===== config.mk =====
export PLATFORM = sky130hd
export DESIGN_NAME = cam_table_controller
export DESIGN_NICKNAME = d
export VERILOG_FILES = /design/src/rtl/cam_table_pkg.sv /design/src/rtl/cam_free_finder.sv /design/src/rtl/cam_table_controller.sv
export SDC_FILE = /design/constraint.sdc
export NUM_CORES = 1
export LEC_CHECK = 0
export ABC_AREA = 1
export CORE_MARGIN = 4
export CORE_UTILIZATION = 57
export CTS_BUF_LIST = sky130_fd_sc_hd__clkbuf_16
export DETAILED_ROUTE_END_ITERATION = 8
export DONT_BUFFER_PORTS = 1
export GPL_ROUTABILITY_DRIVEN = 1
export PLACE_DENSITY = 0.8
export SETUP_SLACK_MARGIN = 0.3
export SYNTH_ARGS = -nofsm -noshare
export SYNTH_HDL_FRONTEND = slang
export SYNTH_HIERARCHICAL = 1
export SYNTH_SLANG_ARGS = --single-unit

===== constraint.sdc =====
create_clock -name CLK -period 3.36 [get_ports CLK]
set_input_delay 0.336 -clock CLK [delete_from_list [all_inputs] [get_ports CLK]]
set_output_delay 0.336 -clock CLK [all_outputs]
set_load 0.01 [all_outputs]

===== src/rtl/cam_table_pkg.sv =====
// Shared constants, FSM state type and MAC helpers for the MAC learn/lookup engine.
package cam_table_pkg;

  localparam int CAM_DEPTH = 16;
  localparam int CAM_AW    = 4;
  localparam int MAC_W     = 48;

  localparam logic [MAC_W-1:0] BROADCAST_MAC = {MAC_W{1'b1}};

  typedef enum logic [2:0] {
    ST_IDLE  = 3'd0,
    ST_SCAN  = 3'd1,
    ST_DRAIN = 3'd2,
    ST_LEARN = 3'd3,
    ST_RESP  = 3'd4
  } cam_state_e;

  // The I/G bit is the LSB of the first octet on the wire.
  function automatic logic is_multicast(input logic [MAC_W-1:0] mac);
    return mac[40];
  endfunction

endpackage


===== src/rtl/cam_free_finder.sv =====
// Priority encoder returning the lowest-index invalid table entry.
module cam_free_finder
  import cam_table_pkg::*;
(
  input  logic [CAM_DEPTH-1:0] valid_i,
  output logic                 free_found_o,
  output logic [CAM_AW-1:0]    free_idx_o
);

  // Walk downwards so the lowest free index is the last one written.
  always_comb begin
    free_found_o = 1'b0;
    free_idx_o   = '0;
    for (int i = CAM_DEPTH - 1; i >= 0; i--) begin
      if (!valid_i[i]) begin
        free_found_o = 1'b1;
        free_idx_o   = CAM_AW'(i);
      end
    end
  end

endmodule


===== src/rtl/cam_table_controller.sv =====
// Learn/lookup engine for a 16-entry MAC table held in an external two-port SRAM.
// Optional entry aging is enabled by defining CAM_TABLE_AGING_EN.
module cam_table_controller
  import cam_table_pkg::*;
#(
  parameter int PORT_W     = 2,
  parameter int RD_LATENCY = 2
) (
  input  logic              CLK,
  input  logic              RST,
  input  logic              req_valid,
  output logic              req_ready,
  input  logic [47:0]       req_src_mac,
  input  logic [47:0]       req_dst_mac,
  input  logic [PORT_W-1:0] req_src_port,
  output logic              resp_valid,
  input  logic              resp_ready,
  output logic              resp_flood,
  output logic [PORT_W-1:0] resp_port,
  output logic [3:0]        ram_raddr,
  input  logic [47:0]       ram_rd,
  output logic [3:0]        ram_waddr,
  output logic [47:0]       ram_wd,
  output logic              ram_wen
);

  cam_state_e              state_q;
  logic                    req_ready_q;
  logic                    resp_valid_q;
  logic                    resp_flood_q;
  logic [PORT_W-1:0]       resp_port_q;
  logic [CAM_AW-1:0]       raddr_q;
  logic [CAM_AW-1:0]       waddr_q;
  logic [MAC_W-1:0]        wd_q;
  logic                    wen_q;
  logic [CAM_AW-1:0]       victim_q;
  logic [CAM_DEPTH-1:0]    valid_q;
  logic [7:0]              drain_q;
  logic [RD_LATENCY-1:0]   tag_q;
  logic [CAM_AW-1:0]       tidx_q [RD_LATENCY];
  logic                    src_hit_q;
  logic                    dst_hit_q;
  logic [CAM_AW-1:0]       src_idx_q;
  logic [CAM_AW-1:0]       dst_idx_q;
  logic [MAC_W-1:0]        src_mac_q;
  logic [MAC_W-1:0]        dst_mac_q;
  logic [PORT_W-1:0]       src_port_q;
  logic [PORT_W-1:0]       port_q [CAM_DEPTH];

  logic                    accept;
  logic [CAM_AW-1:0]       rd_idx;
  logic                    rd_live;
  logic                    src_hit_d;
  logic                    dst_hit_d;
  logic [CAM_AW-1:0]       src_idx_d;
  logic [CAM_AW-1:0]       dst_idx_d;
  logic                    learn_d;
  logic                    free_found;
  logic [CAM_AW-1:0]       free_idx;

`ifdef CAM_TABLE_AGING_EN
  logic [23:0]             tick_q;
  logic [CAM_DEPTH-1:0]    age_q;
  logic                    age_pend_q;
  logic                    age_wrap;
  logic                    age_inv;
`endif

  cam_free_finder u_free_finder (
    .valid_i      (valid_q),
    .free_found_o (free_found),
    .free_idx_o   (free_idx)
  );

  assign accept = (state_q == ST_IDLE) && req_valid && req_ready_q;

  // Each returned word carries the index it was read from, RD_LATENCY cycles late.
  assign rd_idx    = tidx_q[RD_LATENCY-1];
  assign rd_live   = tag_q[RD_LATENCY-1] && valid_q[rd_idx];
  assign src_hit_d = src_hit_q || (rd_live && (ram_rd == src_mac_q));
  assign dst_hit_d = dst_hit_q || (rd_live && (ram_rd == dst_mac_q));
  assign src_idx_d = src_hit_q ? src_idx_q : rd_idx;
  assign dst_idx_d = dst_hit_q ? dst_idx_q : rd_idx;
  assign learn_d   = !src_hit_d && !is_multicast(src_mac_q) && (src_mac_q != BROADCAST_MAC);

`ifdef CAM_TABLE_AGING_EN
  assign age_wrap = &tick_q;
  assign age_inv  = (age_wrap || age_pend_q) && (state_q != ST_LEARN);
`endif

  always_ff @(posedge CLK or posedge RST) begin
    if (RST) begin
      state_q      <= ST_IDLE;
      req_ready_q  <= 1'b0;
      resp_valid_q <= 1'b0;
      resp_flood_q <= 1'b0;
      resp_port_q  <= '0;
      raddr_q      <= '0;
      waddr_q      <= '0;
      wd_q         <= '0;
      wen_q        <= 1'b0;
      victim_q     <= '0;
      valid_q      <= '0;
      drain_q      <= '0;
      tag_q        <= '0;
      src_hit_q    <= 1'b0;
      dst_hit_q    <= 1'b0;
      src_idx_q    <= '0;
      dst_idx_q    <= '0;
`ifdef CAM_TABLE_AGING_EN
      tick_q       <= '0;
      age_q        <= '0;
      age_pend_q   <= 1'b0;
`endif
    end else begin
      for (int i = RD_LATENCY - 1; i > 0; i--) tag_q[i] <= tag_q[i-1];
      tag_q[0] <= (state_q == ST_SCAN);

      if (tag_q[RD_LATENCY-1]) begin
        src_hit_q <= src_hit_d;
        dst_hit_q <= dst_hit_d;
        src_idx_q <= src_idx_d;
        dst_idx_q <= dst_idx_d;
      end

`ifdef CAM_TABLE_AGING_EN
      tick_q     <= tick_q + 1'b1;
      age_pend_q <= age_wrap && (state_q == ST_LEARN);
      if (age_inv) begin
        valid_q <= valid_q & age_q;
        age_q   <= '0;
      end
`endif

      case (state_q)
        ST_IDLE: begin
          if (accept) begin
            req_ready_q <= 1'b0;
            raddr_q     <= '0;
            src_hit_q   <= 1'b0;
            dst_hit_q   <= 1'b0;
            state_q     <= ST_SCAN;
          end else begin
            req_ready_q <= 1'b1;
          end
        end
        ST_SCAN: begin
          if (raddr_q == CAM_AW'(CAM_DEPTH - 1)) begin
            raddr_q <= '0;
            drain_q <= '0;
            state_q <= ST_DRAIN;
          end else begin
            raddr_q <= raddr_q + 1'b1;
          end
        end
        ST_DRAIN: begin
          if (drain_q == 8'(RD_LATENCY - 1)) begin
            state_q <= ST_LEARN;
            // Decide on the last word's compare so the write lands in LEARN.
            if (learn_d) begin
              wen_q <= 1'b1;
              wd_q  <= src_mac_q;
              if (free_found) begin
                waddr_q <= free_idx;
              end else begin
                waddr_q  <= victim_q;
                victim_q <= victim_q + 1'b1;
              end
            end
          end else begin
            drain_q <= drain_q + 1'b1;
          end
        end
        ST_LEARN: begin
          wen_q <= 1'b0;
          if (wen_q) valid_q[waddr_q] <= 1'b1;
`ifdef CAM_TABLE_AGING_EN
          if (src_hit_q) age_q[src_idx_q] <= 1'b1;
          if (wen_q)     age_q[waddr_q]   <= 1'b1;
`endif
          resp_valid_q <= 1'b1;
          resp_flood_q <= !dst_hit_q || (dst_mac_q == BROADCAST_MAC);
          resp_port_q  <= dst_hit_q ? port_q[dst_idx_q] : '0;
          state_q      <= ST_RESP;
        end
        ST_RESP: begin
          if (resp_ready) begin
            resp_valid_q <= 1'b0;
            resp_flood_q <= 1'b0;
            resp_port_q  <= '0;
            req_ready_q  <= 1'b1;
            state_q      <= ST_IDLE;
          end
        end
        default: state_q <= ST_IDLE;
      endcase
    end
  end

  // Request fields, read-index pipeline and port table carry no reset.
  always_ff @(posedge CLK) begin
    if (accept) begin
      src_mac_q  <= req_src_mac;
      dst_mac_q  <= req_dst_mac;
      src_port_q <= req_src_port;
    end
    for (int i = RD_LATENCY - 1; i > 0; i--) tidx_q[i] <= tidx_q[i-1];
    tidx_q[0] <= raddr_q;
    if (state_q == ST_LEARN) begin
      if (src_hit_q && (port_q[src_idx_q] != src_port_q)) begin
        port_q[src_idx_q] <= src_port_q;
      end else if (wen_q) begin
        port_q[waddr_q] <= src_port_q;
      end
    end
  end

  assign req_ready  = req_ready_q;
  assign resp_valid = resp_valid_q;
  assign resp_flood = resp_flood_q;
  assign resp_port  = resp_port_q;
  assign ram_raddr  = raddr_q;
  assign ram_waddr  = waddr_q;
  assign ram_wd     = wd_q;
  assign ram_wen    = wen_q;

endmodule


[Word level (Yosys, flattened, before mapping)]
Memories as Yosys holds them, arrays and structs flattened.
Index checks and enable logic that the tools add are counted.
Word-level totals
  register bits: 203
  bits in writable memories: 40
  input bits: 150
  output and inout bits: 62
  word-level logic and storage cells: 158
  memories: 2
Memories
  port_q: words 16, width 2, rd ports 2, clocked after memory_dff 0, write ports 1, line cam_table_controller.sv:48  | logic [PORT_W-1:0] port_q [CAM_DEPTH];
  tidx_q: words 2, width 4, rd ports 2, clocked after memory_dff 0, write ports 2, line cam_table_controller.sv:40  | logic [CAM_AW-1:0] tidx_q [RD_LATENCY];
Operators by class
  add/subtract/negate cells: 3
  order comparisons: 3
  equal/unequal tests: 17
  mux-type cells: 76
  bitwise logic cells: 4
  reductions and logical operators: 33
Operators by type and width (count)
  48-bit == test: 2
  4-bit 2-to-1 mux: 20
  48-bit == test, second input constant: 1
  48-bit != test, second input constant: 1
  1-bit 2-to-1 mux: 37
  8-bit 2-to-1 mux: 2
  16-bit OR: 1
  8-bit case mux with 2 select lines: 1
  3-bit case mux with 5 select lines: 1
  3-bit 2-to-1 mux: 4
  2-bit AND reduction: 6
  4-bit by 5-bit less-than comparator with 1-bit output, second input constant: 2
  2-bit != test, second input constant: 5
  2-bit nonzero test: 5
  1-bit logical AND: 9
  3-bit AND reduction: 3
  4-bit by 1-bit adder with 4-bit output, second input constant: 2
  8-bit by 1-bit adder with 8-bit output, second input constant: 1
  8-bit by 1-bit == test with 1-bit output, second input constant: 1
  1-bit case mux with 2 select lines: 4
  4-bit case mux with 2 select lines: 1
  4-bit AND reduction: 2
  3-bit by 2-bit == test with 1-bit output, second input constant: 2
  2-bit 2-to-1 mux: 3
  other kinds (14): 20

[Depth between registers and ports, before layout]
  depth in word-level cells: 18
  depth in mapped cells: 19
  gate-level depth less buffers: 19

[Hierarchy]
The synthesis kept the hierarchy.
By module, submodules not included
  cam_table_controller: instances 1, cells an instance 1060, area each 10815.4 µm², sequential area each 6691.4 µm²
  cam_free_finder: instances 1, cells an instance 38, area each 165.2 µm², sequential area each 0.0 µm²

[Worst setup path before layout]
Ideal clock, no wire load.
  path type: reg2reg
  start point: reg state_q[2]
  end point: reg req_ready_q, in the netlist req_ready
  library setup time: 0.239 ns
  arrival time: 3.059 ns
  required time: 3.121 ns
  slack: 0.062 ns
  cell stages (with the launch flop): 7
  buffers on the path: 0
  period minus slack after synthesis: 3.298 ns
  path through: dfrtp_1 > nor2_1 > inv_1 > nor2_1 > nand3_1 > inv_1 > o21ai_0
Between the ends
  cells in the longest elaborated chain, start to end: 5
  elaborated cells on any way between the ends: 9
  classes of those cells: eq/ne: 2; mux: 2; reduce/logical: 5
RTL lines
  from (decl): line cam_table_controller.sv:27  | cam_state_e state_q;
  from (signal assigned): line cam_table_controller.sv:93  | state_q <= ST_IDLE;
  from (signal assigned): line cam_table_controller.sv:142  | state_q <= ST_SCAN;
  from (signal assigned): line cam_table_controller.sv:151  | state_q <= ST_DRAIN;
  3-bit logical NOT: line cam_table_controller.sv:75  | assign accept = (state_q == ST_IDLE) && req_valid && req_ready_q;
  1-bit logical AND (2 in series): line cam_table_controller.sv:75
  named net accept: line cam_table_controller.sv:50  | logic accept;
  1-bit 2-to-1 mux: line cam_table_controller.sv:137  | if (accept) begin
  1-bit case mux with 2 select lines: line cam_table_controller.sv:135  | case (state_q)
  to (signal assigned): line cam_table_controller.sv:94  | req_ready_q <= 1'b0;
  to (signal assigned): line cam_table_controller.sv:138  | req_ready_q <= 1'b0;
  to (signal assigned): line cam_table_controller.sv:144  | req_ready_q <= 1'b1;
  to (decl): line cam_table_controller.sv:28  | logic req_ready_q;
The timed path passes the listed nets, and every way through them passes these cells.
A chain may end at the register's enable or synchronous reset.

[Worst setup path in the final report]
  start point: reg src_idx_q[0]
  end point: mem port_q[15][0] (enable)
Between the ends
  cells in the longest elaborated chain, start to end: 8
  elaborated cells on any way between the ends: 12
  classes of those cells: eq/ne: 1; mux: 8; reduce/logical: 2; memory: 1
RTL lines
  from (decl): line cam_table_controller.sv:43  | logic [CAM_AW-1:0] src_idx_q;
  from (signal assigned): line cam_table_controller.sv:122  | src_idx_q <= src_idx_d;
  memory 16 x 2 bit
  2-bit != test: line cam_table_controller.sv:210  | if (src_hit_q && (port_q[src_idx_q] != src_port_q)) begin
  1-bit logical AND: line cam_table_controller.sv:210
  1-bit 2-to-1 mux: line cam_table_controller.sv:210
  1-bit 2-to-1 mux: line cam_table_controller.sv:209  | if (state_q == ST_LEARN) begin
  1-bit 2-to-1 mux (not written as such): line cam_table_controller.sv:213  | port_q[waddr_q] <= src_port_q;
  2-bit OR reduction (no source line)
  4-bit 2-to-1 mux (no source line) / 1-bit 2-to-1 mux (equally long branches)
  to (decl): line cam_table_controller.sv:48
Several ways; a longest one is shown, not always the timed one.

==> results.json <==
{
  "timing.setup.tns_ns": 0,
  "report.final.slew_viol_count": 0,
  "cts_buffer_depth": 3,
  "yosys-top-cells-area": "edfxtp_1 36%, dfrtp_1 24%, nand2_1 8.8%",
  "dr.pass1.iters": 5,
  "vias": 8568,
  "wire_per_inst_um": 20.85,
  "fp.coreArea_mm2": 0.01883,
  "fin_util_pct": 69.14,
  "gr-usage-all-layers_pct": 28.08,
  "worstMarginPinSlew_ns": 0.8734,
  "io_pins": 212,
  "synthCells": 1098,
  "dr.max_layer_used": "met4",
  "worst-path-buf-inv": 1,
  "rsz0062_at_grt": "no",
  "start_util_pct": 58.31,
  "yosysWarnings": 6,
  "slew_headroom_pct": 41.77,
  "n_fill_cell": 1295,
  "grt_pass1_wl_mm": 47.48,
  "path_cells": "buf_4 -> or2_2 -> nand3_1 -> nand3_1 -> nand3_1 -> nand2_1 -> nand2_1 -> nand2_1 -> nand2_2 -> nand2_4 -> nand2_4 -> nand2_1 -> nand2_1 -> nand3_1 -> nor2_1",
  "hold_violations": 0,
  "r2r-end": "port_q[15][0]",
  "r2r-start": "src_idx_q[0]",
  "cts-resized-gates": 0,
  "clock_sinks": 243,
  "cts-hold-fix-buffers": 99,
  "antenna_found_initial": 1,
  "clkLatencyLatePin_ns": 0.52,
  "ys_seq_area_share_pct": 60.94,
  "irDropWorstVdd_v": 0.0005087,
  "synth-async-reset-ratio_pct": 43.21,
  "cts_tree": "built",
  "status": "completed",
  "max_stage_delay_ns": 0.47,
  "hpwl_mm": 20.39,
  "fp.dieW_um": 146.8,
  "overflow": 0,
  "maxCapViolations": 0,
  "grt_start_max_net_pins": 102,
  "setup_violations": 0,
  "wl_met2_mm": 14.94,
  "area_delta_synth_final_pct": 18.56,
  "htree_levels": 1,
  "synth_edf_count": 130,
  "endpoint": "port_q[15][0]",
  "synth_area_mm2": 0.01098,
  "path_max_fanout": 17,
  "ys_seq_elements": 243,
  "syn_nets": 1252,
  "power.leakage_nw": 5.339,
  "cpMostUsedCell": "nand2_1",
  "rrSetupSlack_ns": 0.78,
  "route.met3.wl_mm": 3.051,
  "die_area_mm2": 0.02155,
  "cts_root_buf": "clkbuf_16",
  "port_buffers": 0,
  "drt_wl_total_mm": 30.88,
  "yosys.area.top_type": "edfxtp_1",
  "hold_class": "primary input to flop",
  "final_nets": 1356,
  "dieHeight_um": 146.8,
  "postCtsSetupRepairBufs": 0,
  "wl_met1_mm": 11.51,
  "grt_pass1_vias": 8577,
  "setup.worst_path.start": "src_idx_q[0]",
  "row_count": 50,
  "final_antenna_net_count": 0,
  "avgSynthCellArea_um2": 10.00,
  "critPathLaunchType": "flop",
  "final_area_mm2": 0.01302,
  "cts_buffers": 25,
  "total_power_w": 0.009769,
  "drive_above_1_share_pct": 6.393,
  "via_per_inst": 5.785,
  "synthFlopType": "edfxtp_1",
  "cts.clk_slew.worst_paths_ns": 0.06,
  "critPathTopFamily": "simple AND/OR/NAND/NOR gates",
  "synth_top_area_share_pct": 35.55,
  "endpoint_kind": "flop",
  "skew_ns": 0.02319,
  "critPathRequiredTime_ns": 3.56,
  "ff_latch_area_mm2": 0.006691,
  "arrival_ns": 2.78,
  "dpl_cell_area_mm2": 0.01124,
  "crit_type": "flop to flop",
  "pwr_density_cell_mw_per_mm2": 750.4,
  "ys_types": 41,
  "slowest_stage": "dfrtp_1",
  "crit_cells": 15,
  "gp_congestion": 0.8948,
  "drc": 0,
  "period_minus_slack_ns": 2.581,
  "min_period_over_period_pct": 76.82,
  "multi_input_area_mm2": 0.003706,
  "drt_iter0_drc": 759,
  "reg2reg_depth": 15,
  "fmax_mhz": 387.4
}
[cell usage after synthesis, drive strengths merged (11+ instances only)]
cell	count
dfrtp	105
inv	111
nand4	34
a21oi	33
nor3	11
nand2	263
edfxtp	130
xnor2	69
or2	11
nand3	107
nor2	73
buf	21
o21ai	64
[tightest hold or removal path: stages]
cell	delay, ns
a21oi_1	0.06
nand2_1	0.06
o21ai_0	0.07
[cells in the final DEF (no fill, tap or decap), types with 3 or more instances in the layout]
| cell type | instances |
|---|---|
| nor3b_1 | 4 |
| nand2_1 | 257 |
| edfxtp_1 | 130 |
| ha_1 | 4 |
| o22ai_1 | 4 |
| clkbuf_16 | 25 |
| or2_2 | 11 |
| nor2_1 | 70 |
| o21ai_0 | 63 |
| nand2_2 | 4 |
| nor4_1 | 5 |
| dfxtp_1 | 8 |
| buf_12 | 3 |
| inv_1 | 111 |
| clkinv_2 | 6 |
| dlygate4sd3_1 | 99 |
| xnor2_1 | 69 |
| o211ai_1 | 5 |
| clkinvlp_4 | 5 |
| clkinv_1 | 4 |
| nand3_2 | 3 |
| nand4_1 | 34 |
| buf_4 | 4 |
| nand3_1 | 104 |
| nor3_1 | 9 |
| o2111ai_1 | 4 |
| xor2_1 | 8 |
| dfrtp_1 | 105 |
| o21bai_1 | 7 |
| a21oi_1 | 31 |
[routing by layer]
layer,global-route usage [%],vias up
li1,-,3901
met1,35.32,4033
met2,46.97,533
met3,7.187,101
met4,10.91,0
met5,0,-
[layout make-up]
class | instances | share of cell area, %
inverters | 112 | 3.297
well taps | 260 | 2.499
clock buffers | 25 | 4.805
multi-input cells | 714 | 28.47
repair buffers | 106 | 8.304
clock inverters | 20 | 1.211
diodes | 1 | 0.01922
flip-flops and latches | 243 | 51.40
[where the power goes]
| group | switching [W] | internal (W) |
|---|---|---|
| registers | 0.000917 | 0.00394 |
| clock network | 0.00116 | 0.00151 |
| logic | 0.00140 | 0.000837 |
| total | 0.00348 | 0.00629 |
[sequential cells by signal, summed over array words and instances, names as in the netlist, 3 cells and up]
| register | count |
|---|---|
| drain_q | 8 |
| dst_idx_q | 4 |
| dst_mac_q | 48 |
| port_q | 32 |
| ram_raddr | 4 |
| ram_waddr | 4 |
| ram_wd | 48 |
| src_idx_q | 4 |
| src_mac_q | 48 |
| state_q | 3 |
| tidx_q | 8 |
| valid_q | 16 |
| victim_q | 4 |
[cells by family after synthesis]
| group | after synthesis | share of synthesized area [%] |
|---|---|---|
| flops | 243 | 60.94 |
| xor+xnor | 77 | 6.142 |
| buf+inv | 141 | 5.424 |
| simple gates | 510 | 20.68 |
| compound gates | 123 | 6.358 |
| fa+ha+maj | 4 | 0.4558 |
[per-stage QoR]
step / std cells / worst slack [ns] / hold slack, ns
2_1_floorplan: 1098 / 0.7489 / 0.3096
3_3_place_gp: 1336 / 0.8943 / 0.3121
3_5_place_dp: 1336 / 0.8187 / 0.3121
4_1_cts: 1480 / 0.8005 / 0.05253
5_1_grt: 1481 / 0.5382 / 0.06280
6_report: 1481 / 0.7789 / 0.06885
[worst min-delay path by stage]
stage | from | end | slack, ns | cells past startpoint
finish | resp_ready | req_ready | 0.07 | 3
global route | resp_ready | req_ready | 0.06 | 3
floorplan | tidx_q[0][0] | tidx_q[0][4] | 0.31 | 0
CTS | resp_ready | req_ready | 0.05 | 3
detailed placement | tidx_q[0][0] | tidx_q[0][4] | 0.31 | 0
global placement | tidx_q[0][2] | tidx_q[0][6] | 0.31 | 0
(Power assumes the default switching activity.)
